<file path="src/rtl/ccff_pkg.sv">
// rtl/ccff_pkg.sv - shared types and helpers for the configuration-chain loader
package ccff_pkg;

  typedef enum logic [1:0] {
    IDLE = 2'd0,
    LOAD = 2'd1,
    DONE = 2'd2
  } ccff_state_e;

  // Words leave the serializer most-significant bit first.
  localparam bit MSB_FIRST = 1'b1;

  // Evaluated in 32-bit int so mixed-width operands never truncate early.
  function automatic int ccff_min(input int a, input int b);
    return (a < b) ? a : b;
  endfunction

endpackage

</file>
<file path="src/rtl/ccff_bitstream_loader_if.sv">
// rtl/ccff_bitstream_loader_if.sv - bitstream word port between source and loader
interface ccff_bitstream_loader_if #(
  parameter int WORD_W = 32
);
  logic [WORD_W-1:0] cfg_data;
  logic              cfg_valid;
  logic              cfg_ready;

  modport master (
    output cfg_data,
    output cfg_valid,
    input  cfg_ready
  );

  modport slave (
    input  cfg_data,
    input  cfg_valid,
    output cfg_ready
  );
endinterface

</file>
<file path="src/rtl/ccff_word_serializer.sv">
// rtl/ccff_word_serializer.sv - holds one word and presents it to the chain a bit per cycle
module ccff_word_serializer
  import ccff_pkg::*;
#(
  parameter int WORD_W = 32,
  parameter int FILL_W = $clog2(WORD_W + 1)
) (
  input  logic              prog_clk,
  input  logic              prog_reset_n,
  input  logic              active,
  input  logic              clear,
  input  logic              load,
  input  logic [WORD_W-1:0] load_data,
  input  logic [FILL_W-1:0] load_fill,
  output logic              ccff_head,
  output logic              ccff_shift_en,
  output logic              empty
);
  logic [WORD_W-1:0] sreg;
  logic [FILL_W-1:0] fill;

  // Shift enable comes straight from the state and fill registers so the clock gate sees no hazards.
  assign ccff_shift_en = active && (fill != '0);
  assign empty         = (fill == '0);
  assign ccff_head     = MSB_FIRST ? sreg[WORD_W-1] : sreg[0];

  // Word register and remaining-bit count; a load only happens once the previous word is drained.
  always_ff @(posedge prog_clk or negedge prog_reset_n) begin
    if (!prog_reset_n) begin
      sreg <= '0;
      fill <= '0;
    end else if (clear) begin
      fill <= '0;
    end else if (load) begin
      sreg <= load_data;
      fill <= load_fill;
    end else if (ccff_shift_en) begin
      sreg <= MSB_FIRST ? (sreg << 1) : (sreg >> 1);
      fill <= fill - FILL_W'(1);
    end
  end
endmodule

</file>
<file path="src/rtl/ccff_bitstream_loader.sv">
// rtl/ccff_bitstream_loader.sv - config-chain loader top; CCFF_READBACK_EN adds chain readback outputs
module ccff_bitstream_loader
  import ccff_pkg::*;
#(
  parameter int WORD_W    = 32,
  parameter int CHAIN_LEN = 1024,
  parameter int CNT_W     = $clog2(CHAIN_LEN + 1)
) (
  input  logic                    prog_clk,
  input  logic                    prog_reset_n,
  input  logic                    start,
  input  logic                    abort,
  ccff_bitstream_loader_if.slave  cfg,
  output logic                    ccff_head,
  output logic                    ccff_shift_en,
  input  logic                    ccff_tail,
  output logic                    busy,
  output logic                    done,
  output logic [CNT_W-1:0]        bit_count
`ifdef CCFF_READBACK_EN
  ,
  output logic [WORD_W-1:0]       rb_data,
  output logic                    rb_valid,
  output logic                    rb_overflow
`endif
);
  localparam int FILL_W = $clog2(WORD_W + 1);

  ccff_state_e       state_q, state_d;
  logic              start_load;
  logic              load_active;
  logic              accept;
  logic              last_shift;
  logic              word_empty;
  logic [FILL_W-1:0] load_fill;

  assign start_load  = (state_q == IDLE) && start && !abort;
  assign load_active = (state_q == LOAD);
  assign accept      = cfg.cfg_valid && cfg.cfg_ready;
  assign last_shift  = ccff_shift_en && (int'(bit_count) == CHAIN_LEN - 1);
  // The final word is truncated so only the bits the chain still needs are shifted.
  assign load_fill   = FILL_W'(ccff_min(WORD_W, CHAIN_LEN - int'(bit_count)));

  ccff_word_serializer #(
    .WORD_W (WORD_W),
    .FILL_W (FILL_W)
  ) u_serializer (
    .prog_clk      (prog_clk),
    .prog_reset_n  (prog_reset_n),
    .active        (load_active),
    .clear         (abort || start_load),
    .load          (accept),
    .load_data     (cfg.cfg_data),
    .load_fill     (load_fill),
    .ccff_head     (ccff_head),
    .ccff_shift_en (ccff_shift_en),
    .empty         (word_empty)
  );

  // State register.
  always_ff @(posedge prog_clk or negedge prog_reset_n) begin
    if (!prog_reset_n) state_q <= IDLE;
    else               state_q <= state_d;
  end

  // Next state; abort overrides everything including a simultaneous start.
  always_comb begin
    state_d = state_q;
    if (abort) begin
      state_d = IDLE;
    end else begin
      case (state_q)
        IDLE:    if (start) state_d = LOAD;
        LOAD:    if (last_shift) state_d = DONE;
        DONE:    state_d = IDLE;
        default: state_d = IDLE;
      endcase
    end
  end

  // Outputs decoded from the current state.
  always_comb begin
    busy          = (state_q == LOAD);
    done          = (state_q == DONE);
    cfg.cfg_ready = load_active && word_empty && (int'(bit_count) < CHAIN_LEN);
  end

  // Bits shifted in this load; restarts on a new load or abort and stops at the chain length.
  always_ff @(posedge prog_clk or negedge prog_reset_n) begin
    if (!prog_reset_n) begin
      bit_count <= '0;
    end else if (abort || start_load) begin
      bit_count <= '0;
    end else if (ccff_shift_en && (int'(bit_count) < CHAIN_LEN)) begin
      bit_count <= bit_count + CNT_W'(1);
    end
  end

`ifdef CCFF_READBACK_EN
  logic [WORD_W-1:0] rb_sreg;
  logic [FILL_W-1:0] rb_cnt;
  logic [WORD_W-1:0] rb_next;

  assign rb_next     = (rb_sreg << 1) | WORD_W'(ccff_tail);
  assign rb_overflow = 1'b0;

  // Collects old chain contents; a full group or the last partial group is published left-aligned.
  always_ff @(posedge prog_clk or negedge prog_reset_n) begin
    if (!prog_reset_n) begin
      rb_sreg  <= '0;
      rb_cnt   <= '0;
      rb_data  <= '0;
      rb_valid <= 1'b0;
    end else begin
      rb_valid <= 1'b0;
      if (abort || start_load) begin
        rb_sreg <= '0;
        rb_cnt  <= '0;
        rb_data <= '0;
      end else if (ccff_shift_en) begin
        rb_sreg <= rb_next;
        if ((rb_cnt == FILL_W'(WORD_W - 1)) || last_shift) begin
          rb_data  <= rb_next << (FILL_W'(WORD_W - 1) - rb_cnt);
          rb_valid <= 1'b1;
          rb_cnt   <= '0;
        end else begin
          rb_cnt <= rb_cnt + FILL_W'(1);
        end
      end
    end
  end
`else
  logic unused_tail;
  assign unused_tail = ccff_tail;
`endif
endmodule
</file>
<file path="src/flat_wrapper.sv">
// flat-port wrapper written by rule: the top's interface ports become plain ports
module ccff_bitstream_loader_flat import ccff_pkg::*;
#(
  parameter int WORD_W    = 32,
  parameter int CHAIN_LEN = 1024,
  parameter int CNT_W     = $clog2(CHAIN_LEN + 1)
)
  (prog_clk, prog_reset_n, start, abort, ccff_head, ccff_shift_en, ccff_tail, busy, done, bit_count, cfg_cfg_data, cfg_cfg_valid, cfg_cfg_ready);
  ccff_bitstream_loader_if #(.WORD_W(WORD_W)) cfg_i ();
  input  logic prog_clk;
  input  logic prog_reset_n;
  input  logic start;
  input  logic abort;
  output logic ccff_head;
  output logic ccff_shift_en;
  input  logic ccff_tail;
  output logic busy;
  output logic done;
  output logic [CNT_W-1:0] bit_count;
  input wire logic [$bits(cfg_i.cfg_data)-1:0] cfg_cfg_data;
  input wire logic [$bits(cfg_i.cfg_valid)-1:0] cfg_cfg_valid;
  output wire logic [$bits(cfg_i.cfg_ready)-1:0] cfg_cfg_ready;
  assign cfg_i.cfg_data = cfg_cfg_data;
  assign cfg_i.cfg_valid = cfg_cfg_valid;
  assign cfg_cfg_ready = cfg_i.cfg_ready;
  ccff_bitstream_loader #(.WORD_W(WORD_W), .CHAIN_LEN(CHAIN_LEN), .CNT_W(CNT_W)) u_core (.prog_clk(prog_clk), .prog_reset_n(prog_reset_n), .start(start), .abort(abort), .cfg(cfg_i), .ccff_head(ccff_head), .ccff_shift_en(ccff_shift_en), .ccff_tail(ccff_tail), .busy(busy), .done(done), .bit_count(bit_count));
endmodule
</file>
<file path="config.mk">
export PLATFORM = sky130hd
export DESIGN_NAME = ccff_bitstream_loader_flat
export DESIGN_NICKNAME = d
export VERILOG_FILES = /design/src/rtl/ccff_pkg.sv /design/src/rtl/ccff_bitstream_loader_if.sv /design/src/rtl/ccff_word_serializer.sv /design/src/rtl/ccff_bitstream_loader.sv /design/src/flat_wrapper.sv
export SDC_FILE = /design/constraint.sdc
export NUM_CORES = 1
export LEC_CHECK = 0
export CAP_MARGIN = 40
export CORE_MARGIN = 3
export CORE_UTILIZATION = 28
export CTS_CLUSTER_SIZE = 28
export DETAILED_ROUTE_END_ITERATION = 16
export PLACE_DENSITY = 0.47
export SYNTH_ARGS = -nofsm -noshare
export SYNTH_HDL_FRONTEND = slang
export SYNTH_SLANG_ARGS = --single-unit
</file>
<file path="constraint.sdc">
create_clock -name prog_clk -period 3.55 [get_ports prog_clk]
set_input_delay 0.355 -clock prog_clk [delete_from_list [all_inputs] [get_ports prog_clk]]
set_output_delay 0.355 -clock prog_clk [all_outputs]
set_load 0.02 [all_outputs]
</file>
==> impl_metrics.ini <==
[grt]
track_usage_pct = 12.1
grt_max_degree = 64
antenna_found_initial = 0
grt_pass1_wl_um = 11400
overflow = 0
first_global_vias = 2275

[die]
initial_core_util_pct = 29.0
num_rows = 36
io_pins = 54
core_area_mm2 = 0.00982
die_y_um = 107
dieArea_mm2 = 0.0114
die_w_um = 107

[clocking]
insertion_delay_ns = 0.31
cts_setup_buffers = 0
clkTransAtPathRegs_ns = 0.11
cts_buffer_depth = 2
cts_htree_levels = 2
root_buffer = clkbuf_8
cts_buffers = 5
cts_tree = yes
cts_resized = 0
cts_hold_buf = 0
clock_sinks = 51

[synthesis]
synth-async-reset-ratio_pct = 100
synth_seq_cells = 51
ys.flop_type = dfrtp_1
synth.distinct_cells = 54
syn_area_mm2 = 0.00285
ys_seq_area_share_pct = 44.9
syn_inst = 291
syn_area_per_cell_um2 = 9.78
ys_warn_count = 0
synth_edf_count = 0
synth_nets = 334

[power]
clkPwrFrac_pct = 17.8
cellPowerDensity_mw_per_mm2 = 546
intPower_w = 0.00126
p_switching_w = 0.000709
p_sw_share_pct = 36.0
leakage_nw = 1.40
p_seq_share_pct = 43.8
combPwrFrac_pct = 38.4
vdd_ir_drop_max_mv = 0.168

[route]
viasPerCell = 4.69
routed_wl_um = 6600
remaining_drc_errors = 0
drt_iter0_drc = 96
wl_per_cell_um = 13.9
dr.pass1.iters = 4
antenna_left = 0
num_vias = 2223

[timing]
fin_tns_setup_ns = 0
relSlewSlack_pct = 42.4
rsz0062_at_grt = false
period_share_pct = 77.7
fin_skew_ns = 0.00945
worst_pin_slew_ns = 0.862
drv_slew = 0
setup_viol = 0
layout_min_cycle_time_ns = 2.76
hold_slack_ns = -0.00777
clock.fmax_ghz = 0.362
hold_viol = 14

[worst_setup_path]
max_stage_delay_ns = 0.68
slowest_stage = clkdlybuf4s50_1
worstPathRequired_ns = 3.19
endpoint_kind = output port
path_cells = inv_1 > ha_1 > or4b_4 > nor4_1 > clkdlybuf4s50_1
cp-startpoint = u_core.u_serializer.fill[0]
startpoint_type = register
r2r_slack_ns = 1.10
critPathMaxFanout = 4
r2r-end = u_core.u_serializer.fill[0]
r2r-start = u_core.bit_count[0]
path_class = register to output port
worst-r2r-cell-count = 7
cp.arrival_ns = 2.40
crit_end = cfg_cfg_ready

[cells_and_area]
antenna_cells = 0
nets = 383
multi_input_area_mm2 = 0.00145
n_fill_cell = 1065
design_area_mm2 = 0.00361
layout-drive-gt1-share_pct = 6.16
seq_area_mm2 = 0.00128
finish.utilization_pct = 36.7
final_cell_mix = 51 x clkdlybuf4s50_1, 51 x dfrtp_1, 39 x nand2_1
syn_to_final_growth_pct = 26.8

[placement]
gp_congestion = 0.757
io_buffers = 52
dpl.hpwl_um = 4690
place_area_mm2 = 0.00352

[run]
drv_cap = 0

[outcome]
status = complete, but fails checks
violations = hold timing

[min_path]
hold_class = primary input to asynchronous set/reset pin
## critical path, delay by kind of cell, from the launching register on
| kind | cells | cell delay [ns] |
|---|---|---|
| adder cells (fa/ha/maj) | 1 | 0.19 |
| buffers and inverters | 2 | 0.80 |
| flip-flops | 1 | 0.40 |
| AND/OR/NAND/NOR | 2 | 0.72 |
## worst min path at each step
stage	start	endpoint	slack (ns)
after detailed placement	prog_reset_n	u_core.u_serializer.sreg[28]	0.35
final	prog_reset_n	u_core.u_serializer.sreg[21]	-0.008
after CTS	prog_reset_n	u_core.u_serializer.sreg[21]	0.003
after global placement	u_core.u_serializer.sreg[12]	u_core.u_serializer.sreg[12]	0.47
after floorplan	prog_reset_n	u_core.bit_count[0]	0.06
after global routing	prog_reset_n	u_core.u_serializer.sreg[16]	0.03
## cell type report
class                   instances  area share (%)
repair buffers                 58            16.1
multi-input cells             214            40.3
inverters                      10            1.04
flip-flops and latches         51            35.4
clock buffers                   5            1.91
clock inverters                 3           0.659
well taps                     133            4.61
## layer usage
metal / GRT usage [%] / vias to the layer above / wire length [um]
li1: - / 1137 / -
met1: 17.4 / 1040 / 3410
met2: 19.0 / 44 / 2890
met3: 2.71 / 2 / 269
met4: 2.19 / 0 / 31
met5: 0 / - / 0
## kinds of logic after synthesis
family,share of synthesized area (%)
buffers and inverters,4.40
adders and majority gates,2.20
xor gates and xnor gates,3.39
AOI/OAI and AO/OA,16.3
muxes,11.3
DFF,44.9
and+or+nand+nor,17.6
## power by group through the flow
stage                     sequential (W)  clock (W)  combinational, W
after floorplan                 0.000860          0          0.000549
after global placement          0.000872          0          0.000758
after detailed placement        0.000876          0          0.000770
after CTS                       0.000864   0.000373          0.000772
after global routing            0.000890   0.000390          0.000855
final                           0.000861   0.000350          0.000757
## per-stage QoR
step | hold slack, ns | setup WS, ns | std cells | power [W]
finish | -0.00777 | 0.790 | 474 | 0.00197
global route | 0.0262 | 0.648 | 474 | 0.00214
detailed placement | 0.350 | 1.08 | 466 | 0.00165
floorplan | 0.0594 | 1.28 | 291 | 0.00141
CTS | 0.00349 | 0.736 | 474 | 0.00201
global placement | 0.468 | 1.09 | 464 | 0.00163
## sequential cells by signal (all words and copies together), names as in the netlist
register                  count
u_core.u_serializer.sreg     32
u_core.u_serializer.fill      6
u_core.bit_count             11
u_core.state_q                2
## synth_stat cells (all sizes together), types with 3 or more instances
cell type / count / area share (%)
o31ai: 7 / 1.8
xnor2: 4 / 1.2
inv: 10 / 1.3
mux2i: 32 / 11
dfrtp: 51 / 45
nand2b: 4 / 0.88
a21oi: 6 / 1.1
buf: 8 / 2.0
ha: 5 / 2.2
nor2: 23 / 3.0
xor2: 7 / 2.2
and4: 3 / 0.92
clkbuf: 8 / 1.1
nand2: 39 / 5.1
nand3: 4 / 0.70
o21ai: 35 / 6.2
nor4: 3 / 1.2
(Power assumes the default switching activity.)
